===== src/rtl/vending_core_multi_if.sv =====
// Coin/select inputs and credit/dispense outputs of the multi-drink vending core.
interface vending_core_multi_if #(
    parameter int unsigned NUM_DRINKS = 2,
    parameter int unsigned CREDIT_W   = 5
);
    logic                  in1;
    logic                  in0_5;
    logic [NUM_DRINKS-1:0] sel;
    logic                  cancel;
    logic [CREDIT_W-1:0]   credit;
    logic [NUM_DRINKS-1:0] drink;
    logic                  change;
    logic                  coin_reject;
    logic                  busy;

    modport master (
        output in1, in0_5, sel, cancel,
        input  credit, drink, change, coin_reject, busy
    );

    modport slave (
        input  in1, in0_5, sel, cancel,
        output credit, drink, change, coin_reject, busy
    );
endinterface


===== src/rtl/vending_core_multi.sv =====
// Multi-drink vending controller: half-yuan credit, per-drink prices,
// timed dispense strobe and pulsed change return.
module vending_core_multi #(
    parameter int unsigned NUM_DRINKS                     = 2,
    parameter int unsigned PRICE_W                        = 5,
    parameter logic [NUM_DRINKS*PRICE_W-1:0] PRICES       = {5'd5, 5'd3},
    parameter int unsigned CREDIT_MAX                     = 20,
    parameter int unsigned CREDIT_W                       = 5,
    parameter int unsigned DISP_CYCLES                    = 50000000,
    parameter int unsigned CHANGE_PULSE_CYCLES            = 12500000,
    parameter int unsigned TIMEOUT_CYCLES                 = 500000000
) (
    input logic                  clk_50MHz,
    input logic                  reset,
    vending_core_multi_if.slave  bus
);

    localparam int unsigned IN_W    = NUM_DRINKS + 3;
    localparam int unsigned CMP_W   = ((PRICE_W > CREDIT_W) ? PRICE_W : CREDIT_W) + 1;
    localparam int unsigned TMR_MAX = (TIMEOUT_CYCLES > DISP_CYCLES)
                                      ? ((TIMEOUT_CYCLES > CHANGE_PULSE_CYCLES) ? TIMEOUT_CYCLES : CHANGE_PULSE_CYCLES)
                                      : ((DISP_CYCLES > CHANGE_PULSE_CYCLES) ? DISP_CYCLES : CHANGE_PULSE_CYCLES);
    localparam int unsigned TMR_W   = $clog2(TMR_MAX + 1);

    typedef enum logic [1:0] {
        ST_IDLE     = 2'd0,
        ST_COLLECT  = 2'd1,
        ST_DISPENSE = 2'd2,
        ST_CHANGE   = 2'd3
    } state_t;

    state_t                state_q, state_n;
    logic [CREDIT_W-1:0]   credit_q, credit_n;
    logic [TMR_W-1:0]      timer_q, timer_n;
    logic [NUM_DRINKS-1:0] drink_q, drink_n;
    logic                  change_q, change_n;
    logic                  reject_q, reject_n;
    logic                  busy_q, busy_n;

    logic [IN_W-1:0]       sync1_q, sync2_q, sync3_q;
    logic [IN_W-1:0]       evt;
    logic                  in1_evt, in05_evt, cancel_evt;
    logic [NUM_DRINKS-1:0] sel_evt;

    logic [CMP_W-1:0]      coin_val, coin_sum, price_c;
    logic                  coin_ok;

    // Two-stage synchronizer plus one delay stage for rising-edge detection
    always_ff @(posedge clk_50MHz or negedge reset) begin
        if (!reset) begin
            sync1_q <= '0;
            sync2_q <= '0;
            sync3_q <= '0;
        end else begin
            sync1_q <= {bus.cancel, bus.sel, bus.in0_5, bus.in1};
            sync2_q <= sync1_q;
            sync3_q <= sync2_q;
        end
    end

    assign evt        = sync2_q & ~sync3_q;
    assign in1_evt    = evt[0];
    assign in05_evt   = evt[1];
    assign sel_evt    = evt[2 +: NUM_DRINKS];
    assign cancel_evt = evt[IN_W-1];

    assign coin_val = CMP_W'({in1_evt, 1'b0}) + CMP_W'(in05_evt);
    assign coin_sum = CMP_W'(credit_q) + coin_val;

    // Price of the selected drink; only meaningful when sel_evt is one-hot
    always_comb begin
        price_c = '0;
        for (int i = 0; i < NUM_DRINKS; i++) begin
            if (sel_evt[i]) price_c = CMP_W'(PRICES[i*PRICE_W +: PRICE_W]);
        end
    end

    always_ff @(posedge clk_50MHz or negedge reset) begin
        if (!reset) begin
            state_q  <= ST_IDLE;
            credit_q <= '0;
            timer_q  <= '0;
            drink_q  <= '0;
            change_q <= 1'b0;
            reject_q <= 1'b0;
            busy_q   <= 1'b0;
        end else begin
            state_q  <= state_n;
            credit_q <= credit_n;
            timer_q  <= timer_n;
            drink_q  <= drink_n;
            change_q <= change_n;
            reject_q <= reject_n;
            busy_q   <= busy_n;
        end
    end

    always_comb begin
        state_n  = state_q;
        credit_n = credit_q;
        timer_n  = timer_q;
        drink_n  = drink_q;
        change_n = change_q;
        reject_n = 1'b0;
        coin_ok  = 1'b0;

        case (state_q)
            ST_IDLE, ST_COLLECT: begin
                if (state_q == ST_COLLECT) timer_n = timer_q + TMR_W'(1);
                if (coin_val != '0) begin
                    if (coin_sum <= CMP_W'(CREDIT_MAX)) begin
                        coin_ok  = 1'b1;
                        credit_n = CREDIT_W'(coin_sum);
                        state_n  = ST_COLLECT;
                        timer_n  = '0;
                    end else begin
                        reject_n = 1'b1;
                    end
                end
                // Selection sees the credit that already includes this clock's coin
                if (state_q == ST_COLLECT) begin
                    if ($onehot(sel_evt) && (CMP_W'(credit_n) >= price_c)) begin
                        credit_n = CREDIT_W'(CMP_W'(credit_n) - price_c);
                        drink_n  = sel_evt;
                        timer_n  = '0;
                        state_n  = ST_DISPENSE;
                    end else if (cancel_evt ||
                                 (!coin_ok && timer_q == TMR_W'(TIMEOUT_CYCLES - 1))) begin
                        timer_n  = '0;
                        change_n = (credit_n != '0);
                        state_n  = ST_CHANGE;
                    end
                end
            end

            ST_DISPENSE: begin
                reject_n = (coin_val != '0);
                if (timer_q == TMR_W'(DISP_CYCLES - 1)) begin
                    drink_n = '0;
                    timer_n = '0;
                    if (credit_q != '0) begin
                        change_n = 1'b1;
                        state_n  = ST_CHANGE;
                    end else begin
                        state_n  = ST_IDLE;
                    end
                end else begin
                    timer_n = timer_q + TMR_W'(1);
                end
            end

            ST_CHANGE: begin
                reject_n = (coin_val != '0);
                if (timer_q == TMR_W'(CHANGE_PULSE_CYCLES - 1)) begin
                    timer_n = '0;
                    if (change_q) begin
                        change_n = 1'b0;
                        if (credit_q != '0) credit_n = credit_q - CREDIT_W'(1);
                    end else if (credit_q == '0) begin
                        state_n = ST_IDLE;
                    end else begin
                        change_n = 1'b1;
                    end
                end else begin
                    timer_n = timer_q + TMR_W'(1);
                end
            end

            default: state_n = ST_IDLE;
        endcase

        busy_n = (state_n == ST_DISPENSE) || (state_n == ST_CHANGE);
    end

    assign bus.credit      = credit_q;
    assign bus.drink       = drink_q;
    assign bus.change      = change_q;
    assign bus.coin_reject = reject_q;
    assign bus.busy        = busy_q;

endmodule

===== src/flat_wrapper.sv =====
// flat-port wrapper written by rule: the top's interface ports become plain ports
module vending_core_multi_flat 
#(
    parameter int unsigned NUM_DRINKS                     = 2,
    parameter int unsigned PRICE_W                        = 5,
    parameter logic [NUM_DRINKS*PRICE_W-1:0] PRICES       = {5'd5, 5'd3},
    parameter int unsigned CREDIT_MAX                     = 20,
    parameter int unsigned CREDIT_W                       = 5,
    parameter int unsigned DISP_CYCLES                    = 50000000,
    parameter int unsigned CHANGE_PULSE_CYCLES            = 12500000,
    parameter int unsigned TIMEOUT_CYCLES                 = 500000000
)
  (clk_50MHz, reset, bus_in1, bus_in0_5, bus_sel, bus_cancel, bus_credit, bus_drink, bus_change, bus_coin_reject, bus_busy);
  vending_core_multi_if #(.NUM_DRINKS(NUM_DRINKS), .CREDIT_W(CREDIT_W)) bus_i ();
  input logic clk_50MHz;
  input logic reset;
  input wire logic [$bits(bus_i.in1)-1:0] bus_in1;
  input wire logic [$bits(bus_i.in0_5)-1:0] bus_in0_5;
  input wire logic [$bits(bus_i.sel)-1:0] bus_sel;
  input wire logic [$bits(bus_i.cancel)-1:0] bus_cancel;
  output wire logic [$bits(bus_i.credit)-1:0] bus_credit;
  output wire logic [$bits(bus_i.drink)-1:0] bus_drink;
  output wire logic [$bits(bus_i.change)-1:0] bus_change;
  output wire logic [$bits(bus_i.coin_reject)-1:0] bus_coin_reject;
  output wire logic [$bits(bus_i.busy)-1:0] bus_busy;
  assign bus_i.in1 = bus_in1;
  assign bus_i.in0_5 = bus_in0_5;
  assign bus_i.sel = bus_sel;
  assign bus_i.cancel = bus_cancel;
  assign bus_credit = bus_i.credit;
  assign bus_drink = bus_i.drink;
  assign bus_change = bus_i.change;
  assign bus_coin_reject = bus_i.coin_reject;
  assign bus_busy = bus_i.busy;
  vending_core_multi #(.NUM_DRINKS(NUM_DRINKS), .PRICE_W(PRICE_W), .PRICES(PRICES), .CREDIT_MAX(CREDIT_MAX), .CREDIT_W(CREDIT_W), .DISP_CYCLES(DISP_CYCLES), .CHANGE_PULSE_CYCLES(CHANGE_PULSE_CYCLES), .TIMEOUT_CYCLES(TIMEOUT_CYCLES)) u_core (.clk_50MHz(clk_50MHz), .reset(reset), .bus(bus_i));
endmodule

===== config.mk =====
export PLATFORM = sky130hd
export DESIGN_NAME = vending_core_multi_flat
export DESIGN_NICKNAME = d
export VERILOG_FILES = /design/src/rtl/vending_core_multi_if.sv /design/src/rtl/vending_core_multi.sv /design/src/flat_wrapper.sv
export SDC_FILE = /design/constraint.sdc
export NUM_CORES = 1
export LEC_CHECK = 0
export CELL_PAD_IN_SITES_DETAIL_PLACEMENT = 1
export CELL_PAD_IN_SITES_GLOBAL_PLACEMENT = 1
export CORE_UTILIZATION = 47
export DETAILED_ROUTE_END_ITERATION = 8
export PLACE_DENSITY_LB_ADDON = 0.1
export SYNTH_ARGS = -nofsm -noshare
export SYNTH_HDL_FRONTEND = slang
export SYNTH_SLANG_ARGS = --single-unit

===== constraint.sdc =====
create_clock -name clk_50MHz -period 4.85 [get_ports clk_50MHz]
set_input_delay 0.7275 -clock clk_50MHz [delete_from_list [all_inputs] [get_ports clk_50MHz]]
set_output_delay 0.7275 -clock clk_50MHz [all_outputs]
set_load 0.02 [all_outputs]

==> results of run 1 <==
## worst max path at each step
| stage | startpoint | end | slack, ps |
|---|---|---|---|
| floorplan | u_core.bus.credit[0]$_DFFE_PN0P_ | u_core.bus.change$_DFFE_PN0P_ | 840 |
| global placement | u_core.sync3_q[1]$_DFF_PN0_ | u_core.timer_q[18]$_DFF_PN0_ | 220 |
| detailed placement | u_core.sync3_q[1]$_DFF_PN0_ | u_core.timer_q[22]$_DFF_PN0_ | -60 |
| CTS | u_core.sync2_q[1]$_DFF_PN0_ | u_core.timer_q[22]$_DFF_PN0_ | 230 |
| global route | u_core.sync2_q[1]$_DFF_PN0_ | u_core.bus.credit[4]$_DFFE_PN0P_ | 60 |
| finish | u_core.sync2_q[1]$_DFF_PN0_ | u_core.timer_q[2]$_DFF_PN0_ | 340 |
## registers in the layout, summed over array words and instances (netlist names)
name,flops
u_core.timer_q,29
u_core.bus.credit,5
u_core.sync1_q,5
u_core.sync2_q,5
u_core.sync3_q,5
u_core.bus.drink,2
u_core.state_q,2
u_core.bus.busy,1
u_core.bus.change,1
u_core.bus.coin_reject,1
## layout by cell type, fill, tap and decap left out, drive strengths merged, types with 4 or more instances in the layout
master,instances
dfrtp,56
or3,15
xnor2,4
buf,10
ha,9
clkbuf,5
a31oi,4
a21oi,38
nor3,14
nor2,18
clkdlybuf4s50,15
nor2b,6
a311oi,9
and4,5
and2,4
nand3,20
and3,11
inv,19
nand2b,6
nand4,9
nand2,21
nor4bb,4
o21ai,26
a21o,5
mux2i,5
## worst register-to-register path, stage by stage (launching register included)
cell	delay (ps)
dfrtp_1	360
nor2b_2	230
ha_1	230
inv_1	70
fa_1	500
nor2b_1	220
nor2_1	100
o311ai_2	330
nand2_1	190
mux2_2	330
inv_1	90
ha_1	250
nor2b_1	120
o21ai_0	90
a2111o_1	330
and2_4	190
nor3_2	220
nor3_4	90
buf_4	200
a311oi_1	270
## logic make-up (layout without fill, tap and decap cells)
group | count (synthesis) | count (layout) | share of synthesized area (%)
compound gates | 106 | 106 | 20.9
xor+xnor | 5 | 5 | 1.30
fa+ha+maj | 11 | 11 | 4.53
simple gates | 145 | 145 | 25.8
mux | 6 | 6 | 1.82
flops | 56 | 56 | 41.6
buf+inv | 34 | 51 | 4.08
## routing by layer
layer / up-vias / global-route usage [%] / wire length [µm]
met5: - / 0 / 0
met2: 58 / 41.6 / 4220
li1: 1389 / - / -
met4: 0 / 6.52 / 135
met3: 13 / 3.43 / 301
met1: 1489 / 40.4 / 4690
## timing repair
| action | 4_1_cts | 5_1_grt |
|---|---|---|
| endpoints found under the hold margin | 0 | 0 |
| hold buffers | 0 | 0 |
| endpoints found under the setup margin | 10 | 11 |
| gates resized for setup | 1 | 3 |
| buffers inserted | 0 | 2 |
| pin swaps | 0 | 1 |
## area by class of cell
cell class                      instances  area [µm²]  share of cell area, %
Clock inverter                          3        46.3                   1.23
Tap cell                               96         120                   3.18
Sequential cell                        56        1400                   37.1
Clock buffer                            5        68.8                   1.82
Multi-Input combinational cell        273        1850                   49.0
Timing Repair Buffer                   25         223                   5.89
Inverter                               18        67.6                   1.79
## through the flow
stage	total power, W	instance area [µm²]	worst slack [ps]
5_1_grt	0.00204	3780	65.0
3_3_place_gp	0.00153	3630	216
2_1_floorplan	0.00123	3370	842
3_5_place_dp	0.00156	3630	-63.2
6_report	0.00192	3780	338
4_1_cts	0.00190	3750	229
## power breakdown
group / internal (W) / switching (W)
Sequential: 0.000531 / 0.0000997
Combinational: 0.000368 / 0.000602
Clock: 0.000156 / 0.000161
## synthesized netlist by cell type (all sizes together), types with 5 or more instances
cell type | n | area [µm²]
dfrtp | 56 | 1400
a21oi | 38 | 194
o21ai | 26 | 130
nand2 | 21 | 78.8
nand3 | 20 | 128
inv | 18 | 67.6
nor2 | 18 | 70.1
or3 | 15 | 93.8
nor3 | 14 | 80.1
and3 | 11 | 68.8
clkbuf | 10 | 38.8
a311oi | 9 | 78.8
ha | 9 | 113
nand4 | 9 | 56.3
buf | 6 | 31.3
nand2b | 6 | 40.0
nor2b | 6 | 40.0
a21o | 5 | 37.5
and4 | 5 | 46.3
mux2i | 5 | 50.1
==> run_results.csv, run 1 <==
group,metric,value,unit
run_status,outcome,"complete, no violations",
grt,grt_max_degree,57,
yosys,yosysWarnings,0,
pwr,powerDensity,508,nW/µm²
worst_setup_path,cp_slowest_cell,"fa_1",
die,ioPinCount,17,
routing,post_drt_wl_per_cell,19.6,µm
worst_setup_path,cp.arrival,4730,ps
worst_setup_path,cp-end-kind,"register",
clocking,numClockSinks,56,
sta,tns,0,ps
layout,area_delta_synth_final,12.1,%
worst_setup_path,r2r-start,"u_core.sync2_q[1]$_DFF_PN0_",
sta,timing.hold.ws,365,ps
pwr,leakagePower,1.54,nW
clocking,cts_buffers,5,
clocking,cts_tree,"yes",
grt,track_usage,27.0,%
worst_setup_path,crit_cells,19,
yosys,syn_nets,381,
worst_setup_path,rrSetupSlack,340,ps
routing,drc,0,
layout,nets,397,
grt,grt_pass1_vias,3058,
yosys,syn-cell-area,3370,µm²
yosys,async_flop_share,100,%
die,coreArea,6870,µm²
grt,antenna_found_initial,0,
sta,fin_crit_sh,93.0,%
worst_hold_path,hp-class,"reg2reg",
routing,drt_iter0_drc,138,
die,die_w,86.7,µm
placement,portBuffers,16,
placement,place_hpwl,6.87,mm
clocking,clock_path_buffers,2,
die,start_util,49.1,%
layout,final_cells,476,
yosys,postSynthCellCount,363,
worst_hold_path,hp-start,"u_core.sync1_q[3]$_DFF_PN0_",
clocking,clk_latency,320,ps
clocking,path_clk_slew,100,ps
clocking,root_buffer,"clkbuf_8",
yosys,synth_edf_count,0,
yosys,synth.avg_cell_area,9.29,µm²
routing,firstDrtPassIters,5,
worst_setup_path,cp.required,5070,ps
grt,grt_pass1_wl,15.6,mm
routing,finalWirelength,9.34,mm
sta,skew,3.85,ps
yosys,yosysSeqAreaShare,41.6,%
worst_setup_path,cp_top_family,"simple AND/OR/NAND/NOR gates",
sta,setup_viol,0,
worst_hold_path,min_to,"u_core.sync2_q[3]$_DFF_PN0_",
worst_setup_path,crit_buf_inv,3,
sta,fmax,222,MHz
sta,rsz0062_at_grt,"false",
pwr,ir_worst_vdd,0.209,mV
sta,slew_headroom,41.0,%
layout,nFillCells,829,
layout,drive_above_1_share,11.1,%
grt,overflow,0,
worst_setup_path,slowest_delay,500,ps
placement,gp_congestion,0.870,
routing,ant_nets,0,
die,die_y,86.7,µm
worst_setup_path,cp_max_fo,6,
die,die-area,7510,µm²
sta,post-route-min-period,4510,ps
yosys,yosys.cell_types.count,67,
run,cap_violations,0,
worst_hold_path,holdPathStages,0,
placement,placed_cells,466,
layout,final_core_util,55.0,%
routing,vias,2949,
sta,finalHoldViolations,0,
sta,finalMaxSlewViolations,0,
yosys,synthFlopType,"dfrtp_1",
yosys,synth_seq_cells,56,
routing,viasPerCell,6.20,
layout,diodes,0,
sta,worst_pin_slew,885,ps
worst_setup_path,r2r_end,"u_core.timer_q[2]$_DFF_PN0_",
worst_setup_path,reg2reg_depth,19,
worst_setup_path,start_kind,"register",
worst_setup_path,crit_chain,"nor2b_2 -> ha_1 -> inv_1 -> fa_1 -> nor2b_1 -> nor2_1 -> o311ai_2 -> nand2_1 -> mux2_2 -> inv_1 -> ha_1 -> nor2b_1 -> o21ai_0 -> a2111o_1 -> and2_4 -> nor3_2 -> nor3_4 -> buf_4 -> a311oi_1",
worst_setup_path,path_class,"reg2reg",
clocking,htree_levels,2,
die,rows,30,
Note: power is estimated with default switching activity, not from simulation.
==> run 2: changes to the inputs <==
--- a/config.mk
+++ b/config.mk
@@ -7,7 +7,7 @@
 export LEC_CHECK = 0
 export CELL_PAD_IN_SITES_DETAIL_PLACEMENT = 1
 export CELL_PAD_IN_SITES_GLOBAL_PLACEMENT = 1
-export CORE_UTILIZATION = 47
+export CORE_UTILIZATION = 51
 export DETAILED_ROUTE_END_ITERATION = 8
 export PLACE_DENSITY_LB_ADDON = 0.1
 export SYNTH_ARGS = -nofsm -noshare
==> constraint.sdc (replaced) <==
create_clock -name clk_50MHz -period 5.79 [get_ports clk_50MHz]
set_input_delay 0.8685 -clock clk_50MHz [delete_from_list [all_inputs] [get_ports clk_50MHz]]
set_output_delay 0.8685 -clock clk_50MHz [all_outputs]
set_load 0.02 [all_outputs]
==> run 2 against run 1 <==
Compared with the run above: via count shrank 0.20%; sequential power shrank 15%; hold slack lost 5.4 ps; fmax shrank 4.4%; flip-flop and latch count is the same; global-route usage grew 1.4 points; non-clock buffer count shrank 5; total power shrank 21%; clock skew grew 7.3 ps; die area shrank 7.7%.
==> run_results.csv, run 2 (synthesized netlist as in run 1, its figures left out) <==
group,metric,value,unit
run_status,outcome,"complete, no violations",
routing,viasPerCell,6.51,
layout,final_common_cell,"dfrtp_1",
pwr,leakagePower,1.49,nW
placement,place_hpwl,6.66,mm
layout,nets,392,
sta,setup_viol,0,
grt,antenna_found_initial,0,
die,ioPinCount,17,
worst_setup_path,crit_chain,"nor2b_2 -> ha_1 -> inv_1 -> fa_1 -> nor2b_1 -> nor2_1 -> o311ai_2 -> nand2_1 -> mux2_2 -> inv_1 -> ha_1 -> inv_1 -> fa_1 -> a2111oi_0 -> nand4_1 -> xor2_1 -> mux2i_1 -> o211ai_1",
grt,grt_pass1_vias,3067,
grt,grt_pass1_wl,15.7,mm
layout,diodes,0,
routing,vias,2943,
layout,largest_reg_flops,29,
routing,drc,0,
sta,fmax,212,MHz
clocking,htree_levels,2,
sta,worst_pin_slew,959,ps
worst_setup_path,cp.required,5980,ps
grt,met2_usage,45.2,%
layout,largest-register,"u_core.timer_q",
routing,finalWirelength,9.31,mm
sta,rsz0062_at_grt,"false",
grt,track_usage,28.4,%
clocking,hold_buffers,0,
layout,final_cells,452,
routing,drt_iter0_drc,178,
layout,final_core_util,57.9,%
grt,busiest_layer,"met2",
worst_setup_path,cp.arrival,4920,ps
worst_setup_path,cp_max_fo,5,
worst_setup_path,cp_slowest_cell,"a2111oi_0",
routing,post_drt_wl_per_cell,20.6,µm
placement,placed_cells,444,
clocking,root_buffer,"clkbuf_8",
routing,firstDrtPassIters,4,
layout,area_delta_synth_final,9.02,%
sta,finalMaxSlewViolations,0,
clocking,numClockSinks,56,
placement,portBuffers,16,
grt,overflow,0,
die,die_w,83.3,µm
worst_setup_path,path_class,"reg2reg",
worst_setup_path,cp-end-kind,"register",
grt,grt_max_degree,57,
clocking,post_cts_resized,0,
sta,finalHoldViolations,0,
die,die_y,83.3,µm
placement,gp_congestion,0.959,
run,cap_violations,0,
worst_hold_path,hp-class,"reg2reg",
sta,slew_headroom,36.0,%
worst_setup_path,slowest_delay,560,ps
clocking,cts_setup_buffers,0,
die,die-area,6940,µm²
layout,drive_above_1_share,9.33,%
sta,tns,0,ps
layout,multi_input_area,1830,µm²
clocking,clk_latency,320,ps
sta,fin_crit_sh,81.5,%
clocking,cts_buffers,5,
grt,met3_usage,4.47,%
pwr,ir_worst_vdd,0.281,mV
worst_setup_path,start_kind,"register",
grt,met1_usage,41.1,%
layout,register_area,1400,µm²
die,start_util,53.1,%
layout,nFillCells,742,
die,coreArea,6350,µm²
sta,skew,11.2,ps
die,rows,29,
clocking,cts_tree,"yes",
routing,ant_nets,0,
worst_setup_path,crit_top_cell,"inv_1",
pwr,powerDensity,412,nW/µm²
clocking,path_clk_slew,110,ps
clocking,clock_path_buffers,2,
sta,post-route-min-period,4720,ps
layout,layout_common_cells,"dfrtp_1 (56), a21oi_1 (37), o21ai_0 (26)",
[run 2: area by class of cell]
| type | instances | area share [%] |
|---|---|---|
| Clock inverter | 3 | 0.647 |
| Sequential cell | 56 | 38.1 |
| Multi-Input combinational cell | 273 | 49.8 |
| Tap cell | 77 | 2.62 |
| Inverter | 18 | 1.84 |
| Clock buffer | 5 | 1.87 |
| Timing Repair Buffer | 20 | 5.04 |
[run 2: final timing paths]
path / from / cells after the start / slack [ps] / end
setup / recovery: u_core.sync2_q[1]$_DFF_PN0_ / 18 / 1070 / u_core.bus.credit[4]$_DFFE_PN0P_
hold / removal: u_core.sync1_q[4]$_DFF_PN0_ / 0 / 360 / u_core.sync2_q[4]$_DFF_PN0_
setup reg to reg: u_core.sync2_q[1]$_DFF_PN0_ / 18 / 1070 / u_core.bus.credit[4]$_DFFE_PN0P_
hold reg to reg: u_core.sync1_q[4]$_DFF_PN0_ / 0 / 360 / u_core.sync2_q[4]$_DFF_PN0_
max in group asynchronous: reset / 2 / 4620 / u_core.timer_q[4]$_DFF_PN0_
min in group asynchronous: reset / 2 / 670 / u_core.bus.credit[2]$_DFFE_PN0P_
[run 2: report_power, final]
group / switching (W) / internal [W] / total, W
Clock: 0.000138 / 0.0000862 / 0.000224
Combinational: 0.000482 / 0.000273 / 0.000755
Sequential: 0.0000899 / 0.000445 / 0.000535
[run 2: critical path: cells and delay by family (launching register included)]
kind / cells / cell delay [ps]
AOI/OAI and AO/OA: 3 / 1010
xor gates and xnor gates: 1 / 220
adders and majority gates: 4 / 1290
buffers and inverters: 3 / 220
DFF: 1 / 360
muxes: 2 / 550
and+or+nand+nor: 5 / 950
[run 2: routing by layer]
metal,wire [µm],up-vias
met1,4510,1469
met5,0,-
met2,4230,80
li1,-,1382
met4,95,0
met3,476,12
[run 2: stage by stage]
stage / setup WS, ps / hold slack, ps / total power [W] / instance area (µm²)
2_1_floorplan: 1780 / 331 / 0.00103 / 3370
3_3_place_gp: 1500 / 332 / 0.00125 / 3580
3_5_place_dp: 1190 / 338 / 0.00129 / 3580
4_1_cts: 1110 / 364 / 0.00152 / 3670
5_1_grt: 693 / 372 / 0.00162 / 3670
6_report: 1070 / 359 / 0.00151 / 3670
